`config.mk`:
```
export PLATFORM = sky130hd
export DESIGN_NAME = adc_bitslip_train
export DESIGN_NICKNAME = d
export VERILOG_FILES = /design/src/rtl/adc_bitslip_train_pkg.sv /design/src/rtl/adc_match_cnt.sv /design/src/rtl/adc_bitslip_train.sv
export SDC_FILE = /design/constraint.sdc
export NUM_CORES = 1
export LEC_CHECK = 0
export ABC_CLOCK_PERIOD_IN_PS = 3100
export CAP_MARGIN = 15
export CORE_MARGIN = 2
export CORE_UTILIZATION = 51
export CTS_CLUSTER_SIZE = 10
export DETAILED_ROUTE_END_ITERATION = 7
export HOLD_SLACK_MARGIN = 0.08
export PLACE_DENSITY = 0.87
export SYNTH_ARGS = -nofsm -noshare
export SYNTH_HDL_FRONTEND = slang
export SYNTH_SLANG_ARGS = --single-unit
export TNS_END_PERCENT = 20
```
`constraint.sdc`:
```
create_clock -name adc_clk_bufr -period 3.1 [get_ports adc_clk_bufr]
set_input_delay 0.465 -clock adc_clk_bufr [delete_from_list [all_inputs] [get_ports adc_clk_bufr]]
set_output_delay 0.465 -clock adc_clk_bufr [all_outputs]
set_load 0.02 [all_outputs]
```
`src/rtl/adc_bitslip_train_pkg.sv`:
```
// Shared definitions for the ADC lane word-alignment trainer.
// The TAP state is only present when ADC_TRAIN_TAPSCAN_EN is defined.
package adc_bitslip_train_pkg;

  typedef enum logic [2:0] {
    ST_IDLE   = 3'd0,
    ST_WAIT   = 3'd1,
    ST_CHECK  = 3'd2,
    ST_SLIP   = 3'd3,
`ifdef ADC_TRAIN_TAPSCAN_EN
    ST_TAP    = 3'd4,
`endif
    ST_LOCKED = 3'd5,
    ST_FAIL   = 3'd6
  } train_state_e;

  localparam int         DEF_DATA_W        = 4;
  localparam logic [3:0] DEF_TRAIN_PATTERN = 4'b0011;
  localparam int         DEF_SLIP_WAIT     = 3;
  localparam int         DEF_MATCH_CNT     = 16;

endpackage

```
`src/rtl/adc_match_cnt.sv`:
```
// Consecutive-match counter: clears on a mismatch or on clr, saturates at
// MATCH_CNT and reports hit while saturated.
module adc_match_cnt #(
  parameter int MATCH_CNT = 16
) (
  input  logic adc_clk_bufr,
  input  logic rst_sync_n,
  input  logic clr,
  input  logic en,
  input  logic match,
  output logic hit
);

  localparam int            CW  = $clog2(MATCH_CNT + 1);
  localparam logic [CW-1:0] TOP = CW'(MATCH_CNT);

  logic [CW-1:0] cnt;

  // Count matching words; any mismatch while enabled restarts the run.
  always_ff @(posedge adc_clk_bufr) begin
    if (!rst_sync_n) begin
      cnt <= '0;
    end else if (clr) begin
      cnt <= '0;
    end else if (en) begin
      if (!match)
        cnt <= '0;
      else if (cnt != TOP)
        cnt <= cnt + CW'(1);
    end
  end

  assign hit = (cnt == TOP);

endmodule

```
`src/rtl/adc_bitslip_train.sv`:
```
// Word-alignment trainer for one ADC lane in the adc_clk_bufr domain.
// Issues BITSLIP pulses until TRAIN_PATTERN is seen MATCH_CNT times in a row.
// Optional feature: define ADC_TRAIN_TAPSCAN_EN to step the data IODELAY after
// all bitslip positions fail; otherwise tap outputs are tied low.
//
//  state  | meaning
//  IDLE   | after reset, waiting for train_start
//  WAIT   | settle timer running after start/slip/tap step, data ignored
//  CHECK  | comparing data_in with TRAIN_PATTERN every cycle
//  SLIP   | bitslip pulse high this cycle
//  TAP    | iodelay_ce pulse high this cycle (tap-scan builds only)
//  LOCKED | lane aligned, train_done high
//  FAIL   | search exhausted, train_fail high
module adc_bitslip_train
  import adc_bitslip_train_pkg::*;
#(
  parameter int                DATA_W         = DEF_DATA_W,
  parameter logic [DATA_W-1:0] TRAIN_PATTERN  = DEF_TRAIN_PATTERN,
  parameter int                SLIP_WAIT      = DEF_SLIP_WAIT,
  parameter int                MATCH_CNT      = DEF_MATCH_CNT,
  parameter int                CNTVALUE_WIDTH = 5,
  parameter int                TAP_MAX        = 31
) (
  input  logic                       adc_clk_bufr,
  input  logic                       rst_sync_n,
  input  logic                       train_start,
  input  logic [DATA_W-1:0]          data_in,
  output logic                       bitslip,
  output logic                       iodelay_ce,
  output logic                       iodelay_inc,
  output logic [CNTVALUE_WIDTH-1:0]  tap_cnt,
  output logic [$clog2(DATA_W)-1:0]  slip_cnt,
  output logic                       train_done,
  output logic                       train_fail
);

  localparam int                   SLIP_W    = $clog2(DATA_W);
  localparam logic [SLIP_W-1:0]    SLIP_LAST = SLIP_W'(DATA_W - 1);
  localparam int                   TMR_W     = $clog2(SLIP_WAIT + 1);
  localparam logic [TMR_W-1:0]     TMR_LOAD  = TMR_W'(SLIP_WAIT - 1);

  train_state_e     state, state_nxt;
  logic [TMR_W-1:0] tmr;
  logic             hit;
  logic             match;

  assign match = (data_in == TRAIN_PATTERN);

  adc_match_cnt #(
    .MATCH_CNT (MATCH_CNT)
  ) u_match_cnt (
    .adc_clk_bufr (adc_clk_bufr),
    .rst_sync_n   (rst_sync_n),
    .clr          (train_start),
    .en           (state == ST_CHECK),
    .match        (match),
    .hit          (hit)
  );

  // Next-state decode; train_start overrides every state.
  always_comb begin
    state_nxt = state;
    if (train_start) begin
      state_nxt = ST_WAIT;
    end else begin
      case (state)
        ST_IDLE:   state_nxt = ST_IDLE;
        ST_WAIT:   if (tmr == '0) state_nxt = ST_CHECK;
        ST_CHECK: begin
          if (hit)
            state_nxt = ST_LOCKED;
          else if (!match) begin
            if (slip_cnt != SLIP_LAST)
              state_nxt = ST_SLIP;
            else
`ifdef ADC_TRAIN_TAPSCAN_EN
              state_nxt = (tap_cnt != CNTVALUE_WIDTH'(TAP_MAX)) ? ST_TAP : ST_FAIL;
`else
              state_nxt = ST_FAIL;
`endif
          end
        end
        ST_SLIP:   state_nxt = ST_WAIT;
`ifdef ADC_TRAIN_TAPSCAN_EN
        ST_TAP:    state_nxt = ST_WAIT;
`endif
        ST_LOCKED: state_nxt = ST_LOCKED;
        ST_FAIL:   state_nxt = ST_FAIL;
        default:   state_nxt = ST_IDLE;
      endcase
    end
  end

  // State register, settle down-counter, slip counter and registered status outputs.
  always_ff @(posedge adc_clk_bufr) begin
    if (!rst_sync_n) begin
      state      <= ST_IDLE;
      tmr        <= '0;
      slip_cnt   <= '0;
      bitslip    <= 1'b0;
      train_done <= 1'b0;
      train_fail <= 1'b0;
    end else begin
      state      <= state_nxt;
      bitslip    <= (state_nxt == ST_SLIP);
      train_done <= (state_nxt == ST_LOCKED);
      train_fail <= (state_nxt == ST_FAIL);

      if (state_nxt == ST_WAIT && (state != ST_WAIT || train_start))
        tmr <= TMR_LOAD;
      else if (tmr != '0)
        tmr <= tmr - TMR_W'(1);

      if (train_start)
        slip_cnt <= '0;
      else if (state_nxt == ST_SLIP)
        slip_cnt <= slip_cnt + SLIP_W'(1);
`ifdef ADC_TRAIN_TAPSCAN_EN
      else if (state_nxt == ST_TAP)
        slip_cnt <= '0;
`endif
    end
  end

`ifdef ADC_TRAIN_TAPSCAN_EN
  // IODELAY tap stepping: one increment pulse per TAP visit, saturating count.
  always_ff @(posedge adc_clk_bufr) begin
    if (!rst_sync_n) begin
      tap_cnt     <= '0;
      iodelay_ce  <= 1'b0;
      iodelay_inc <= 1'b0;
    end else begin
      iodelay_ce  <= (state_nxt == ST_TAP);
      iodelay_inc <= (state_nxt == ST_TAP);
      if (train_start)
        tap_cnt <= '0;
      else if (state_nxt == ST_TAP && tap_cnt != CNTVALUE_WIDTH'(TAP_MAX))
        tap_cnt <= tap_cnt + CNTVALUE_WIDTH'(1);
    end
  end
`else
  logic unused_tap_max;
  assign unused_tap_max = (TAP_MAX != 0);
  assign tap_cnt        = '0;
  assign iodelay_ce     = 1'b0;
  assign iodelay_inc    = 1'b0;
`endif

endmodule
```
==> results of run 1 <==
final cells by class:
| type | instances | area [um^2] |
|---|---|---|
| Tap cell | 16 | 20.0 |
| Timing Repair Buffer | 11 | 110 |
| Clock buffer | 4 | 26.3 |
| Inverter | 2 | 7.51 |
| Fill cell | 138 | 583 |
| Multi-Input combinational cell | 67 | 477 |
| Sequential cell | 15 | 300 |
worst max path at each step:
stage	start	endpoint	slack, ns	cells after the start
finish	u_match_cnt.cnt[0]$_SDFFE_PP0P_	u_match_cnt.cnt[2]$_SDFFE_PP0P_	1.30	6
global route	u_match_cnt.cnt[0]$_SDFFE_PP0P_	u_match_cnt.cnt[2]$_SDFFE_PP0P_	1.21	6
CTS	u_match_cnt.cnt[0]$_SDFFE_PP0P_	u_match_cnt.cnt[2]$_SDFFE_PP0P_	1.33	6
global placement	data_in[2]	u_match_cnt.cnt[2]$_SDFFE_PP0P_	1.15	5
detailed placement	data_in[2]	u_match_cnt.cnt[2]$_SDFFE_PP0P_	1.10	5
floorplan	slip_cnt[0]$_SDFFE_PP0P_	slip_cnt[0]$_SDFFE_PP0P_	1.49	5
metrics by stage:
stage                     power [mW]  setup WS, ns  instance area [um^2]  cells  hold WS (ns)
after floorplan                0.236          1.49                   852     92         0.461
after global placement         0.243          1.15                   915    111         0.465
after detailed placement       0.244          1.10                   915    111         0.483
after CTS                      0.353          1.33                   941    115         0.497
after global routing           0.364          1.21                   941    115         0.525
final                          0.351          1.30                   941    115         0.487
metal layers:
layer / global-route usage, % / part of all wire, %
met1: 21.8 / 43
met2: 31.5 / 50
met3: 4.90 / 4.8
met4: 12.7 / 1.8
met5: 0 / 0
tightest hold or removal path: cells and delay by family (launching register included):
kind             cells  cell delay, ns
and+or+nand+nor      1            0.06
muxes                1            0.05
DFF                  1            0.33
layout by cell type, fill, tap and decap left out:
cell | Yosys | layout
nor2_1 | 4 | 4
and4b_1 | 1 | 1
nor2b_1 | 1 | 1
a221oi_4 | 1 | 1
clkbuf_4 | 0 | 3
xor2_1 | 2 | 2
and4bb_2 | 1 | 1
clkdlybuf4s50_1 | 0 | 11
and3_1 | 3 | 3
and2_1 | 3 | 3
nor4b_1 | 1 | 1
and4_1 | 1 | 1
nor4_1 | 1 | 1
nand3_1 | 1 | 1
ha_1 | 3 | 3
or4_1 | 1 | 1
nor3b_2 | 1 | 1
conb_1 | 1 | 7
a22oi_1 | 1 | 1
o21ai_0 | 2 | 2
a31oi_1 | 1 | 1
o21bai_1 | 1 | 1
a211o_1 | 1 | 1
clkbuf_1 | 0 | 1
nand3b_1 | 3 | 3
inv_1 | 2 | 2
nand2_1 | 8 | 8
a211oi_1 | 2 | 2
or4_4 | 1 | 1
a21oi_1 | 2 | 2
a22oi_2 | 1 | 1
a21boi_0 | 1 | 1
nand4_1 | 2 | 2
nand2b_1 | 4 | 4
nand4bb_1 | 2 | 2
dfxtp_1 | 15 | 15
mux2i_1 | 3 | 3
registers in the layout, summed over array words and instances (netlist names):
register,flops
bitslip,1
slip_cnt,2
state,3
tmr,2
train_done,1
train_fail,1
u_match_cnt.cnt,5
power by group:
| part | internal [mW] | total [mW] | switching [mW] | leakage [nW] |
|---|---|---|---|---|
| Clock | 0.0500 | 0.111 | 0.0613 | 0.0150 |
| Combinational | 0.0171 | 0.0401 | 0.0231 | 0.221 |
| Sequential | 0.196 | 0.200 | 0.00395 | 0.122 |
kinds of logic after synthesis:
group / after synthesis / share of synthesized area, %
AO/OA/AOI/OAI: 13 / 13.4
XOR/XNOR: 2 / 2.11
adder cells (fa/ha/maj): 3 / 4.53
buffers and inverters: 10 / 9.05
flip-flops: 15 / 36.2
multiplexers: 3 / 3.62
other: 1 / 0.452
AND/OR/NAND/NOR: 39 / 30.6
==> results.sh, run 1 <==
export IMPL_outcome="finished clean"
export IMPL_cp_required_ns=3.32
export IMPL_grt_use_total_pct=19.2
export IMPL_post_cts_resized=0
export IMPL_antenna_found_initial=0
export IMPL_tritoncts="yes"
export IMPL_drt_iter0_markers=24
export IMPL_ir_worst_vdd_mv=0.271
export IMPL_cp_top_family="simple AND/OR/NAND/NOR gates"
export IMPL_firstDrtPassIters=4
export IMPL_rsz0062_at_grt="no"
export IMPL_min_period_ns=1.80
export IMPL_ant_nets=0
export IMPL_hold_viol_final=0
export IMPL_yosysSeqAreaShare_pct=36.2
export IMPL_synth_area_leaders="dfxtp_1, buf_4, ha_1"
export IMPL_p_per_area_nw_per_um2=373
export IMPL_wire_per_inst_um=13.9
export IMPL_maxSlewViolCount=0
export IMPL_slowest_delay_ns=0.47
export IMPL_die_x_um=44.3
export IMPL_rr_startpoint="u_match_cnt.cnt[0]$_SDFFE_PP0P_"
export IMPL_yosys_warnings=0
export IMPL_hpwl_mm=1.20
export IMPL_start_util_pct=54.4
export IMPL_fin_util_pct=61.7
export IMPL_cts_buffers=3
export IMPL_cp_num_buf_inv=1
export IMPL_r2r_cells=6
export IMPL_worst_pin_slew_ns=0.539
export IMPL_hold_end="slip_cnt[1]$_SDFFE_PP0P_"
export IMPL_synth_top_area_share_pct=36.2
export IMPL_grt_max_degree=11
export IMPL_synth_area_leader_cell="dfxtp_1"
export IMPL_die_area_um2=1970
export IMPL_max_slew_margin_rel_pct=63.8
export IMPL_place_gp_congestion=0.813
export IMPL_crit_slowest_cell="nor4_1"
export IMPL_clock_path_buffers=2
export IMPL_drive_gt1_share_pct=8.08
export IMPL_setup_tns_ns=0
export IMPL_crit_path_end_kind="register"
export IMPL_synth_seq_cells=15
export IMPL_clk_latency_ns=0.28
export IMPL_cp_start_kind="register"
export IMPL_worstPathMaxFanout=4
export IMPL_crit_arrival_ns=2.02
export IMPL_synth_most_common_cell="dfxtp_1"
export IMPL_crit_path_cell_trace="inv_1, ha_1, and4bb_2, nor4_1, nand3b_1, a21oi_1"
export IMPL_root_buffer="clkbuf_4"
export IMPL_nets=110
export IMPL_fin_crit_sh_pct=58.2
export IMPL_diodes=0
export IMPL_leakage_nw=0.358
export IMPL_cts_reportedPaths_clkPinSlew_ns=0.09
export IMPL_async_flop_share_pct=0
export IMPL_rows=14
export IMPL_area_growth_pct=13.4
export IMPL_min_from="slip_cnt[1]$_SDFFE_PP0P_"
export IMPL_synth_distinct_cells=36
export IMPL_cts_sinks=15
export IMPL_fmax_mhz=554
export IMPL_fp_dieH_um=44.3
export IMPL_vias_per_cell=5.89
export IMPL_io_buffers=11
export IMPL_wl_mm=1.60
export IMPL_postCtsSetupRepairBufs=0
export IMPL_ios=19
export IMPL_synth_edf_count=0
export IMPL_coreArea_um2=1520
export IMPL_grt_pass1_wl_mm=2.69
export IMPL_min_path_cells=2
export IMPL_holdBufCountCts=0
export IMPL_htree_levels=1
export IMPL_min_path_type="reg -> reg"
export IMPL_crit_type="reg -> reg"
export IMPL_grt_overflow=0
export IMPL_vias=677
export IMPL_grt_pass1_vias=648
export IMPL_drc_errors=0
export IMPL_r2r_setup_slack_ns=1.30
export IMPL_clock_skew_ns=0.00847
export IMPL_finalSetupViolations=0
export IMPL_ys_top_cells_by_count="dfxtp_1, nand2_1, buf_4"
export IMPL_synthCells=86
export IMPL_syn_area_per_cell_um2=9.65
export IMPL_synth_area_um2=830
export IMPL_r2r_end="u_match_cnt.cnt[2]$_SDFFE_PP0P_"
export IMPL_drv_cap=0
export IMPL_synth_main_ff_cell="dfxtp_1"
(Power assumes the default switching activity.)
==> inputs of run 2 (changes only) <==
--- a/config.mk
+++ b/config.mk
@@ -5,14 +5,14 @@
 export SDC_FILE = /design/constraint.sdc
 export NUM_CORES = 1
 export LEC_CHECK = 0
-export ABC_CLOCK_PERIOD_IN_PS = 3100
+export ABC_CLOCK_PERIOD_IN_PS = 1900
 export CAP_MARGIN = 15
 export CORE_MARGIN = 2
-export CORE_UTILIZATION = 51
+export CORE_UTILIZATION = 48
 export CTS_CLUSTER_SIZE = 10
 export DETAILED_ROUTE_END_ITERATION = 7
 export HOLD_SLACK_MARGIN = 0.08
-export PLACE_DENSITY = 0.87
+export PLACE_DENSITY = 0.83
 export SYNTH_ARGS = -nofsm -noshare
 export SYNTH_HDL_FRONTEND = slang
 export SYNTH_SLANG_ARGS = --single-unit
==> constraint.sdc (replaced) <==
create_clock -name adc_clk_bufr -period 1.9 [get_ports adc_clk_bufr]
set_input_delay 0.285 -clock adc_clk_bufr [delete_from_list [all_inputs] [get_ports adc_clk_bufr]]
set_output_delay 0.285 -clock adc_clk_bufr [all_outputs]
set_load 0.02 [all_outputs]
==> results.sh, run 2 (same netlist as run 1, synthesis figures left out) <==
export IMPL_min_period_ns=1.74
export IMPL_vias_per_cell=5.60
export IMPL_r2r_cells=6
export IMPL_top_register="u_match_cnt.cnt"
export IMPL_worstPathMaxFanout=4
export IMPL_crit_arrival_ns=1.97
export IMPL_post_cts_resized=0
export IMPL_holdBufCountCts=0
export IMPL_ir_worst_vdd_mv=0.500
export IMPL_met2_usage_pct=24.5
export IMPL_drv_cap=0
export IMPL_grtUsageMet1_pct=19.1
export IMPL_largest_reg_flops=5
export IMPL_design_area_um2=942
export IMPL_grt_busiest_layer="met2"
export IMPL_r2r_setup_slack_ns=0.16
export IMPL_placedCellCount=112
export IMPL_final_cell_mix="dfxtp_1, clkdlybuf4s50_1, nand2_1, conb_1"
export IMPL_diodes=0
export IMPL_crit_path_end_kind="register"
export IMPL_finalSetupViolations=0
export IMPL_grt_pass1_wl_mm=2.33
export IMPL_antenna_found_initial=0
export IMPL_tritoncts="yes"
export IMPL_layout_commonest_cell="dfxtp_1"
export IMPL_leakage_nw=0.358
export IMPL_hpwl_mm=1.11
export IMPL_drc_errors=0
export IMPL_drive_gt1_share_pct=8.08
export IMPL_fin_cells=116
export IMPL_grtUsageMet3_pct=5.95
export IMPL_grt_overflow=0
export IMPL_total_power_mw=0.574
export IMPL_firstDrtPassIters=4
export IMPL_place_gp_congestion=0.831
export IMPL_dpl_cell_area_um2=916
export IMPL_nets=110
export IMPL_reg_top3="u_match_cnt.cnt x5, state x3"
export IMPL_cts_buffers=3
export IMPL_max_slew_margin_rel_pct=64.1
export IMPL_min_path_type="reg -> reg"
export IMPL_outcome="finished clean"
export IMPL_cp_required_ns=2.13
export IMPL_drt_iter0_markers=10
export IMPL_postCtsSetupRepairBufs=0
export IMPL_fillers=151
export IMPL_die_area_um2=2080
export IMPL_p_per_area_nw_per_um2=609
export IMPL_clock_path_buffers=2
export IMPL_vias=650
export IMPL_area_growth_pct=13.6
export IMPL_fp_dieH_um=45.6
export IMPL_ios=19
export IMPL_setup_tns_ns=0
export IMPL_cp_start_kind="register"
export IMPL_grt_use_total_pct=16.4
export IMPL_r2r_end="u_match_cnt.cnt[2]$_SDFFE_PP0P_"
export IMPL_start_util_pct=49.7
export IMPL_hold_viol_final=0
export IMPL_rsz0062_at_grt="no"
export IMPL_htree_levels=1
export IMPL_io_buffers=11
export IMPL_wire_per_inst_um=12.5
export IMPL_fin_crit_sh_pct=91.6
export IMPL_cts_sinks=15
export IMPL_crit_start="u_match_cnt.cnt[0]$_SDFFE_PP0P_"
export IMPL_fmax_mhz=575
export IMPL_maxSlewViolCount=0
export IMPL_ant_nets=0
export IMPL_rr_startpoint="u_match_cnt.cnt[0]$_SDFFE_PP0P_"
export IMPL_cp_endpoint="u_match_cnt.cnt[2]$_SDFFE_PP0P_"
export IMPL_wl_mm=1.45
export IMPL_cts_reportedPaths_clkPinSlew_ns=0.09
export IMPL_clk_latency_ns=0.29
export IMPL_root_buffer="clkbuf_4"
export IMPL_clock_skew_ns=0.00545
export IMPL_coreArea_um2=1670
export IMPL_worst_pin_slew_ns=0.533
export IMPL_crit_type="reg -> reg"
export IMPL_die_x_um=45.6
export IMPL_grt_pass1_vias=577
export IMPL_grt_max_degree=11
export IMPL_rows=15
[run 2: cell counts in the layout (fill, tap and decap cells not counted)]
Identical to the previous run, type by type.
[run 2: routing by layer]
| layer | vias to the layer above | share of wire [%] |
|---|---|---|
| li1 | 324 | - |
| met2 | 12 | 50 |
| met4 | 0 | 2.8 |
| met5 | - | 0 |
| met3 | 4 | 3.0 |
| met1 | 310 | 44 |
[run 2: where the power goes]
| group | switching [mW] | internal (mW) | leakage, nW | total [mW] |
|---|---|---|---|---|
| Sequential | 0.00635 | 0.319 | 0.122 | 0.326 |
| Combinational | 0.0370 | 0.0278 | 0.221 | 0.0648 |
| Clock | 0.102 | 0.0817 | 0.0150 | 0.183 |
[run 2: worst min-delay path by stage]
stage | start | end | slack (ns) | cells past startpoint
finish | slip_cnt[1]$_SDFFE_PP0P_ | slip_cnt[1]$_SDFFE_PP0P_ | 0.48 | 2
global route | slip_cnt[1]$_SDFFE_PP0P_ | slip_cnt[1]$_SDFFE_PP0P_ | 0.52 | 2
CTS | slip_cnt[1]$_SDFFE_PP0P_ | slip_cnt[1]$_SDFFE_PP0P_ | 0.49 | 2
detailed placement | slip_cnt[1]$_SDFFE_PP0P_ | slip_cnt[1]$_SDFFE_PP0P_ | 0.47 | 2
global placement | slip_cnt[1]$_SDFFE_PP0P_ | slip_cnt[1]$_SDFFE_PP0P_ | 0.46 | 2
floorplan | rst_sync_n | state[0]$_SDFF_PN0_ | 0.41 | 1
[run 2: worst max-delay path: stages (launching register included)]
cell and delay [ns]:
dfxtp_1 0.41, inv_1 0.06, ha_1 0.20, and4bb_2 0.25, nor4_1 0.47, nand3b_1 0.13, a21oi_1 0.15
[run 2: cell type report]
type                    instances  area (um^2)  share of cell area (%)
well taps                      17         21.3                    2.26
inverters                       2         7.51                   0.797
clock buffers                   4         26.3                    2.79
flip-flops and latches         15          300                    31.9
multi-input cells              67          477                    50.6
repair buffers                 11          110                    11.7
[run 2: per-stage QoR]
step	setup WS (ns)	hold WS, ns	utilization, %
finish	0.160	0.481	56.4
global route	0.0602	0.519	56.4
CTS	0.177	0.485	56.4
detailed placement	0.0870	0.471	54.8
global placement	0.146	0.464	54.8
floorplan	0.290	0.407	-
==> inputs of run 3 (changes only) <==
--- a/config.mk
+++ b/config.mk
@@ -5,7 +5,6 @@
 export SDC_FILE = /design/constraint.sdc
 export NUM_CORES = 1
 export LEC_CHECK = 0
-export ABC_CLOCK_PERIOD_IN_PS = 1900
 export CAP_MARGIN = 15
 export CORE_MARGIN = 2
 export CORE_UTILIZATION = 48
==> results of run 3 <==
No change in the layout: final DEF, timing and power equal those of run 2.
